**src/rtl/beep_scheduler.sv**
```systemverilog
`default_nettype none
// ============================================================================
// Module   : beep_scheduler
// Purpose  : Arbitrates three buzzer requesters (short, double, long beep)
//            with fixed priority long > double > short and plays the granted
//            pattern on a square-wave buzzer output. Requests are latched as
//            pending bits, so nothing is lost while a pattern plays, and an
//            active pattern is never preempted or restarted.
// Ports    : clk   - system clock, rising edge
//            rst_n - asynchronous active-low reset
//            req   - [0] short, [1] double, [2] long; single-cycle pulses
//            grant - one-hot requester currently playing, 0 when none
//            busy  - high whenever a pattern or its trailing gap is active
//            beep  - buzzer drive, idles at 1, toggles while tone is on
// Revision : 1.0 - initial release
// ============================================================================
module beep_scheduler #(
    parameter int TONE_DIV = 25000,
    parameter int UNIT_CYC = 5000000
) (
    input  logic       clk,
    input  logic       rst_n,
    input  logic [2:0] req,
    output logic [2:0] grant,
    output logic       busy,
    output logic       beep
);

    // Unit counter must reach UNIT_CYC*4-1 (the long pattern's only segment).
    localparam int c_cnt_w  = $clog2(UNIT_CYC * 4);
    localparam int c_tone_w = (TONE_DIV > 1) ? $clog2(TONE_DIV) : 1;

    localparam logic [c_cnt_w-1:0]  c_unit_term = c_cnt_w'(UNIT_CYC - 1);
    localparam logic [c_cnt_w-1:0]  c_long_term = c_cnt_w'(UNIT_CYC * 4 - 1);
    localparam logic [c_tone_w-1:0] c_tone_term = c_tone_w'(TONE_DIV - 1);

    typedef enum logic [1:0] {
        S_IDLE = 2'd0,
        S_ON   = 2'd1,
        S_OFF  = 2'd2,
        S_GAP  = 2'd3
    } state_t;

    state_t              state_q, state_d;
    logic [2:0]          pend_q,  pend_d;
    logic [2:0]          grant_q, grant_d;
    logic                busy_q,  busy_d;
    logic                beep_q,  beep_d;
    logic [1:0]          seg_q,   seg_d;
    logic [c_cnt_w-1:0]  cnt_q,   cnt_d;
    logic [c_tone_w-1:0] tone_q,  tone_d;

    logic [2:0]          w_pick;
    logic [2:0]          w_clr;
    logic [c_cnt_w-1:0]  w_term;
    logic                w_seg_done;

    // Fixed-priority pick of the pending requester to serve next.
    always_comb begin
        w_pick = 3'b000;
        if (pend_q[2]) begin
            w_pick = 3'b100;
        end else if (pend_q[1]) begin
            w_pick = 3'b010;
        end else if (pend_q[0]) begin
            w_pick = 3'b001;
        end
    end

    // Only the long pattern has a 4-unit segment; every other segment,
    // including the gap (grant is 0 there), lasts one unit.
    assign w_term     = grant_q[2] ? c_long_term : c_unit_term;
    assign w_seg_done = (cnt_q == w_term);

    always_comb begin
        state_d = state_q;
        grant_d = grant_q;
        beep_d  = beep_q;
        seg_d   = seg_q;
        cnt_d   = cnt_q;
        tone_d  = tone_q;
        w_clr   = 3'b000;

        case (state_q)
            S_IDLE: begin
                grant_d = 3'b000;
                beep_d  = 1'b1;
                if (pend_q != 3'b000) begin
                    state_d = S_ON;
                    grant_d = w_pick;
                    w_clr   = w_pick;
                    seg_d   = 2'd0;
                    cnt_d   = '0;
                    tone_d  = '0;
                    beep_d  = 1'b0;
                end
            end

            S_ON: begin
                if (w_seg_done) begin
                    cnt_d  = '0;
                    tone_d = '0;
                    beep_d = 1'b1;
                    // Only the double pattern has a segment after its first ON.
                    if (grant_q[1] && (seg_q == 2'd0)) begin
                        state_d = S_OFF;
                        seg_d   = 2'd1;
                    end else begin
                        state_d = S_GAP;
                        grant_d = 3'b000;
                    end
                end else begin
                    cnt_d = cnt_q + c_cnt_w'(1);
                    if (tone_q == c_tone_term) begin
                        tone_d = '0;
                        beep_d = ~beep_q;
                    end else begin
                        tone_d = tone_q + c_tone_w'(1);
                    end
                end
            end

            S_OFF: begin
                if (w_seg_done) begin
                    state_d = S_ON;
                    seg_d   = seg_q + 2'd1;
                    cnt_d   = '0;
                    tone_d  = '0;
                    beep_d  = 1'b0;
                end else begin
                    cnt_d = cnt_q + c_cnt_w'(1);
                end
            end

            S_GAP: begin
                if (w_seg_done) begin
                    state_d = S_IDLE;
                    cnt_d   = '0;
                end else begin
                    cnt_d = cnt_q + c_cnt_w'(1);
                end
            end

            default: begin
                state_d = S_IDLE;
                grant_d = 3'b000;
                beep_d  = 1'b1;
                cnt_d   = '0;
                tone_d  = '0;
                seg_d   = 2'd0;
            end
        endcase

        // A new request on the same edge as its grant-clear wins.
        pend_d = (pend_q & ~w_clr) | req;
        busy_d = (state_d != S_IDLE);
    end

    always_ff @(posedge clk or negedge rst_n) begin
        if (!rst_n) begin
            state_q <= S_IDLE;
            pend_q  <= 3'b000;
            grant_q <= 3'b000;
            busy_q  <= 1'b0;
            beep_q  <= 1'b1;
            seg_q   <= 2'd0;
            cnt_q   <= '0;
            tone_q  <= '0;
        end else begin
            state_q <= state_d;
            pend_q  <= pend_d;
            grant_q <= grant_d;
            busy_q  <= busy_d;
            beep_q  <= beep_d;
            seg_q   <= seg_d;
            cnt_q   <= cnt_d;
            tone_q  <= tone_d;
        end
    end

    assign grant = grant_q;
    assign busy  = busy_q;
    assign beep  = beep_q;

endmodule
`default_nettype wire
```
**config.mk**
```make
export PLATFORM = sky130hd
export DESIGN_NAME = beep_scheduler
export DESIGN_NICKNAME = d
export VERILOG_FILES = /design/src/rtl/beep_scheduler.sv
export SDC_FILE = /design/constraint.sdc
export NUM_CORES = 1
export LEC_CHECK = 0
export BUFFER_PORTS_ARGS = -buffer_cell sky130_fd_sc_hd__buf_4
export CORE_MARGIN = 8
export CORE_UTILIZATION = 26
export DETAILED_ROUTE_END_ITERATION = 10
export PLACE_DENSITY = 0.43
export SLEW_MARGIN = 10
export SYNTH_ARGS = -nofsm -noshare
export SYNTH_HDL_FRONTEND = slang
export SYNTH_SLANG_ARGS = --single-unit
```
**constraint.sdc**
```tcl
create_clock -name clk -period 3.3 [get_ports clk]
set_input_delay 0.33 -clock clk [delete_from_list [all_inputs] [get_ports clk]]
set_output_delay 0.33 -clock clk [all_outputs]
set_load 0.1 [all_outputs]
```
### Word-level counts from Yosys, hierarchy flattened

Cells that the tools add are included.

* register bits after elaboration: 52
* input bits: 5
* output and inout port bits: 5

* add/sub/neg operators: 3
* equality and inequality tests: 11
* mux-type cells: 33
* bitwise operators: 4
* reductions and logical operators: 12

Operators by type and width (number)
* two-way mux 25 bit: 3
* two-way mux 15 bit: 4
* one-hot mux 25 bit (2 select lines): 1
* one-hot mux 15 bit (3 select lines): 1
* adder 25 x 1 -> 25 bit, second input constant: 1
* equality test 25 bit: 1
* two-way mux 2 bit: 9
* adder 15 x 1 -> 15 bit, second input constant: 1
* equality test 15 bit, second input constant: 1
* two-way mux 3 bit: 5
* != test 2 bit, second input constant: 5
* AND reduction 3 bit: 3
* one-hot mux 2 bit (4 select lines): 1
* two-way mux 1 bit: 6
* one-hot mux 2 bit (3 select lines): 1
* one-hot mux 3 bit (2 select lines): 1
* nonzero test 3 bit: 2
* AND reduction 5 bit: 1
* equality test 2 bit, second input constant: 2
* zero test 2 bit: 2
* nonzero test 2 bit: 2
* AND 3 bit: 1
* != test 3 bit, second input constant: 1
* inverter 3 bit: 1
* 7 further kinds: 7

### Longest topological paths before layout

* depth after elaboration: 8
* gate-level depth with buffers: 10

### Worst setup path after synthesis

Ideal clock, no wire load.

* path kind: reg2reg
* start: register grant_q[2], in the netlist grant[2]
* end: register grant_q[1], in the netlist grant[1]
* arrival: 2635 ps
* slack: 540 ps
* stages on the path, launching flop included: 7
* path buffers: 1
* period minus slack after synthesis: 2760 ps
* cells stage by stage: dfrtp_1 nand4bb_1 or4_1 buf_2 a211oi_2 a22o_1 mux2_2

* longest elaborated chain between the ends: 4

RTL lines
* start, declared: line 46 `logic [2:0] grant_q, grant_d;`
* start signal, assigned: line 172 `grant_q <= grant_d;`
* two-way mux 25 bit: line 72 `assign w_term = grant_q[2] ? c_long_term : c_unit_term;`
* equality test 25 bit: line 73 `assign w_seg_done = (cnt_q == w_term);`
* != test 2 bit (no source line)
* AND reduction 3 bit (no source line)

Every way passes these cells.
A chain may end at the register's enable or synchronous reset.

### Final worst setup path

* start: register cnt_q[18]
* end: register tone_q[1]

* longest elaborated chain between the ends: 3

RTL lines
* start, declared: line 50 `logic [c_cnt_w-1:0] cnt_q, cnt_d;`
* start signal, assigned: line 176 `cnt_q <= cnt_d;`
* equality test 25 bit *: line 73
* two-way mux 15 bit or != test 2 bit (tied branches)
* one-hot mux 15 bit (3 select lines) or AND reduction 3 bit (tied branches)
* end signal, assigned: line 177 `tone_q <= tone_d;`
* end, declared: line 51 `logic [c_tone_w-1:0] tone_q, tone_d;`

Mark *: on every way between the ends. The rest lies on a longest branch, timed or not.

==> metrics.cfg <==
[synthesis]
avgSynthCellArea_sq_um = 9.300
syn-num-nets = 357
syn_area_sq_mm = 0.003199
synth-edff-count = 0
ys_types = 60
synth_flop_cell = dfrtp_1
async_flop_share_pct = 100.0
syn-instance-count = 344
yosys_warnings = 0
ys_seq_area_share_pct = 40.71
synth_seq_cells = 52

[detailed_routing]
drtPass1Iterations = 4
postRouteAntennaNets = 0
wl_microns = 7899
vias_per_cell = 5.274
routedWlPerCell_microns = 15.80
drc_errors = 0
dr.first_iter.drc_count = 140
vias = 2637

[cells_and_area]
regArea_sq_mm = 0.001303
areaGrowthSynthToFinish_pct = 11.85
final_common_cell = dfrtp_1
multi_input_area_sq_mm = 0.001758
final_nets = 365
final_cell_mix = dfrtp_1 (51), nor2_1 (36), nand3_1 (26)
fillers = 1292
num_antenna_cells = 0
layout-drive-gt1-share_pct = 10.20

[worst_setup_path]
crit_required_ps = 3480
cp_cell_sequence = or4b_1 -> or4_1 -> a211o_1 -> buf_4 -> a21oi_1 -> mux2_2
startpoint_type = flip-flop
cp_num_buf_inv = 1
cpPeakStageDelay_ps = 570
worst-endpoint-arrival_ps = 2850
cp_max_fo = 9
crit_slowest_cell = or4_1
crit_type = reg2reg
endpoint_kind = flip-flop
path_delay_family = simple AND/OR/NAND/NOR gates

[worst_hold_path]
hp-class = in2async

[clocking]
hold_buffers = 0
cts_tree = yes
clk_path_buf_depth = 2
post_cts_buffers = 0
clock_sinks = 52
cts_buffers = 5
ctsResizeCount = 0
cts-root-buf = clkbuf_16
clk_pin_slew_ps = 70
htree_num_levels = 2
insertion_delay_ps = 290

[global_routing]
track_usage_pct = 10.32
grt_max_degree = 53
grt_pass1_vias = 2595
overflow = 0
grt_pass1_wl_microns = 13550
antenna_found_initial = 0

[floorplanning]
die_h_microns = 126.9
start_util_pct = 26.64
fp-row-count = 40
core_sq_mm = 0.01201
fp.dieW_microns = 126.9
pin_count = 10
dieArea_sq_mm = 0.01611

[outcome]
status = finished, final reports clean

[timing]
fin_skew_ps = 6.801
drv_slew = 0
finalSetupTns_ps = 0
timing.final.crit_share_pct = 80.88
rsz0062_at_grt = no
worstMarginPinSlew_ps = 692.9
min_period_ps = 2669
slew_headroom_pct = 53.81
hold_viol = 0
finalSetupViolCount = 0
max_freq_mhz = 374.6
whs_ps = 82.71

[place]
gp_congestion = 0.7849
portBuffers = 9
hpwl_microns = 5569

[run]
max_cap_viol_count = 0

[power]
p_per_area_mw_per_mm2 = 336.7
power.leakage_nw = 1.410
worst_ir_drop_vdd_mv = 0.1886

routing by layer:
metal  wire length, microns  GRT usage (%)
met5                      0              0
met2                   3653          15.93
met3                    204          1.969
met1                   3980          14.29
met4                     61          2.939
synth_stat cells, drive strengths merged, types with 4 or more instances:
cell      n  share of area [%]
xnor2    14                3.8
ha        8                3.1
nor4      5               0.98
and4      4                1.1
nor2     36                4.2
a2111oi   5                2.5
nand4    13                2.5
a21oi    15                2.7
nand3    26                4.1
nor4b     5                1.6
a21o      4               0.94
o21ai    16                2.5
nor3b     5                1.2
mux2i    11                3.4
o211ai    4               0.94
or4       4               0.94
inv      13                1.5
dfrtp    51                 40
clkbuf   10                1.2
nand3b    9                2.1
nor3      6               0.94
nand2    19                2.2
and3      7                1.4
or3       4               0.78
buf       7                1.5
cell families (layout without fill, tap and decap cells):
family                   after synthesis  count (layout)  synth area share, %
buffers and inverters                 31              40                4.341
adder cells (fa/ha/maj)                8               8                3.129
flip-flops                            52              52                40.71
multiplexers                          14              14                4.498
AO/OA/AOI/OAI                         66              66                15.49
XOR/XNOR                              15              15                4.106
AND/OR/NAND/NOR                      158             158                27.73
stage by stage:
| stage | instances | util (%) | power (mW) | setup WS [ps] | cell area [sq um] |
|---|---|---|---|---|---|
| detailed placement | 492 | 28.57 | 0.6848 | 613.2 | 3432 |
| global placement | 492 | 28.57 | 0.6850 | 644.2 | 3432 |
| CTS | 500 | 29.79 | 1.231 | 585.6 | 3578 |
| finish | 500 | 29.79 | 1.205 | 630.8 | 3578 |
| floorplan | 344 | - | 0.6637 | 539.9 | 3199 |
| global route | 500 | 29.79 | 1.259 | 389.0 | 3578 |
area by class of cell:
class,count,share of cell area (%)
timing repair buffer,18,3.776
inverter,14,1.469
sequential,52,36.40
tap,147,5.140
clock buffer,8,4.091
multi-input combinational,261,49.13
power by group:
group          switching [mW]  internal, mW
Sequential            0.00197         0.638
Clock                   0.231         0.303
Combinational          0.0245       0.00615
Total                   0.257         0.948
final timing paths:
path / slack [ps] / depth (start not counted) / from / end
worst max register to register: 630 / 6 / cnt_q[18]$_DFFE_PN0N_ / tone_q[1]$_DFFE_PN0P_
min in group clk: 220 / 2 / req[0] / pend_q[0]$_DFF_PN0_
worst min register to register: 510 / 1 / grant[0]$_DFFE_PN0P_ / grant[0]$_DFFE_PN0P_
max in group asynchronous: 2760 / 1 / rst_n / tone_q[9]$_DFFE_PN0P_
worst max-delay path: 630 / 6 / cnt_q[18]$_DFFE_PN0N_ / tone_q[1]$_DFFE_PN0P_
worst min-delay path: 80 / 1 / rst_n / cnt_q[21]$_DFFE_PN0N_
worst reg2reg max path, cell delays in order (launching register included):
cell	delay [ps]
dfrtp_1	420
or4b_1	490
or4_1	570
a211o_1	330
buf_4	190
a21oi_1	210
mux2_2	350
flip-flops by register name, indices dropped and copies added, names as in the netlist:
register	flops
busy	1
state_q	2
cnt_q	25
seg_q	2
beep	1
pend_q	3
tone_q	15
grant	3
(Power assumes the default switching activity.)
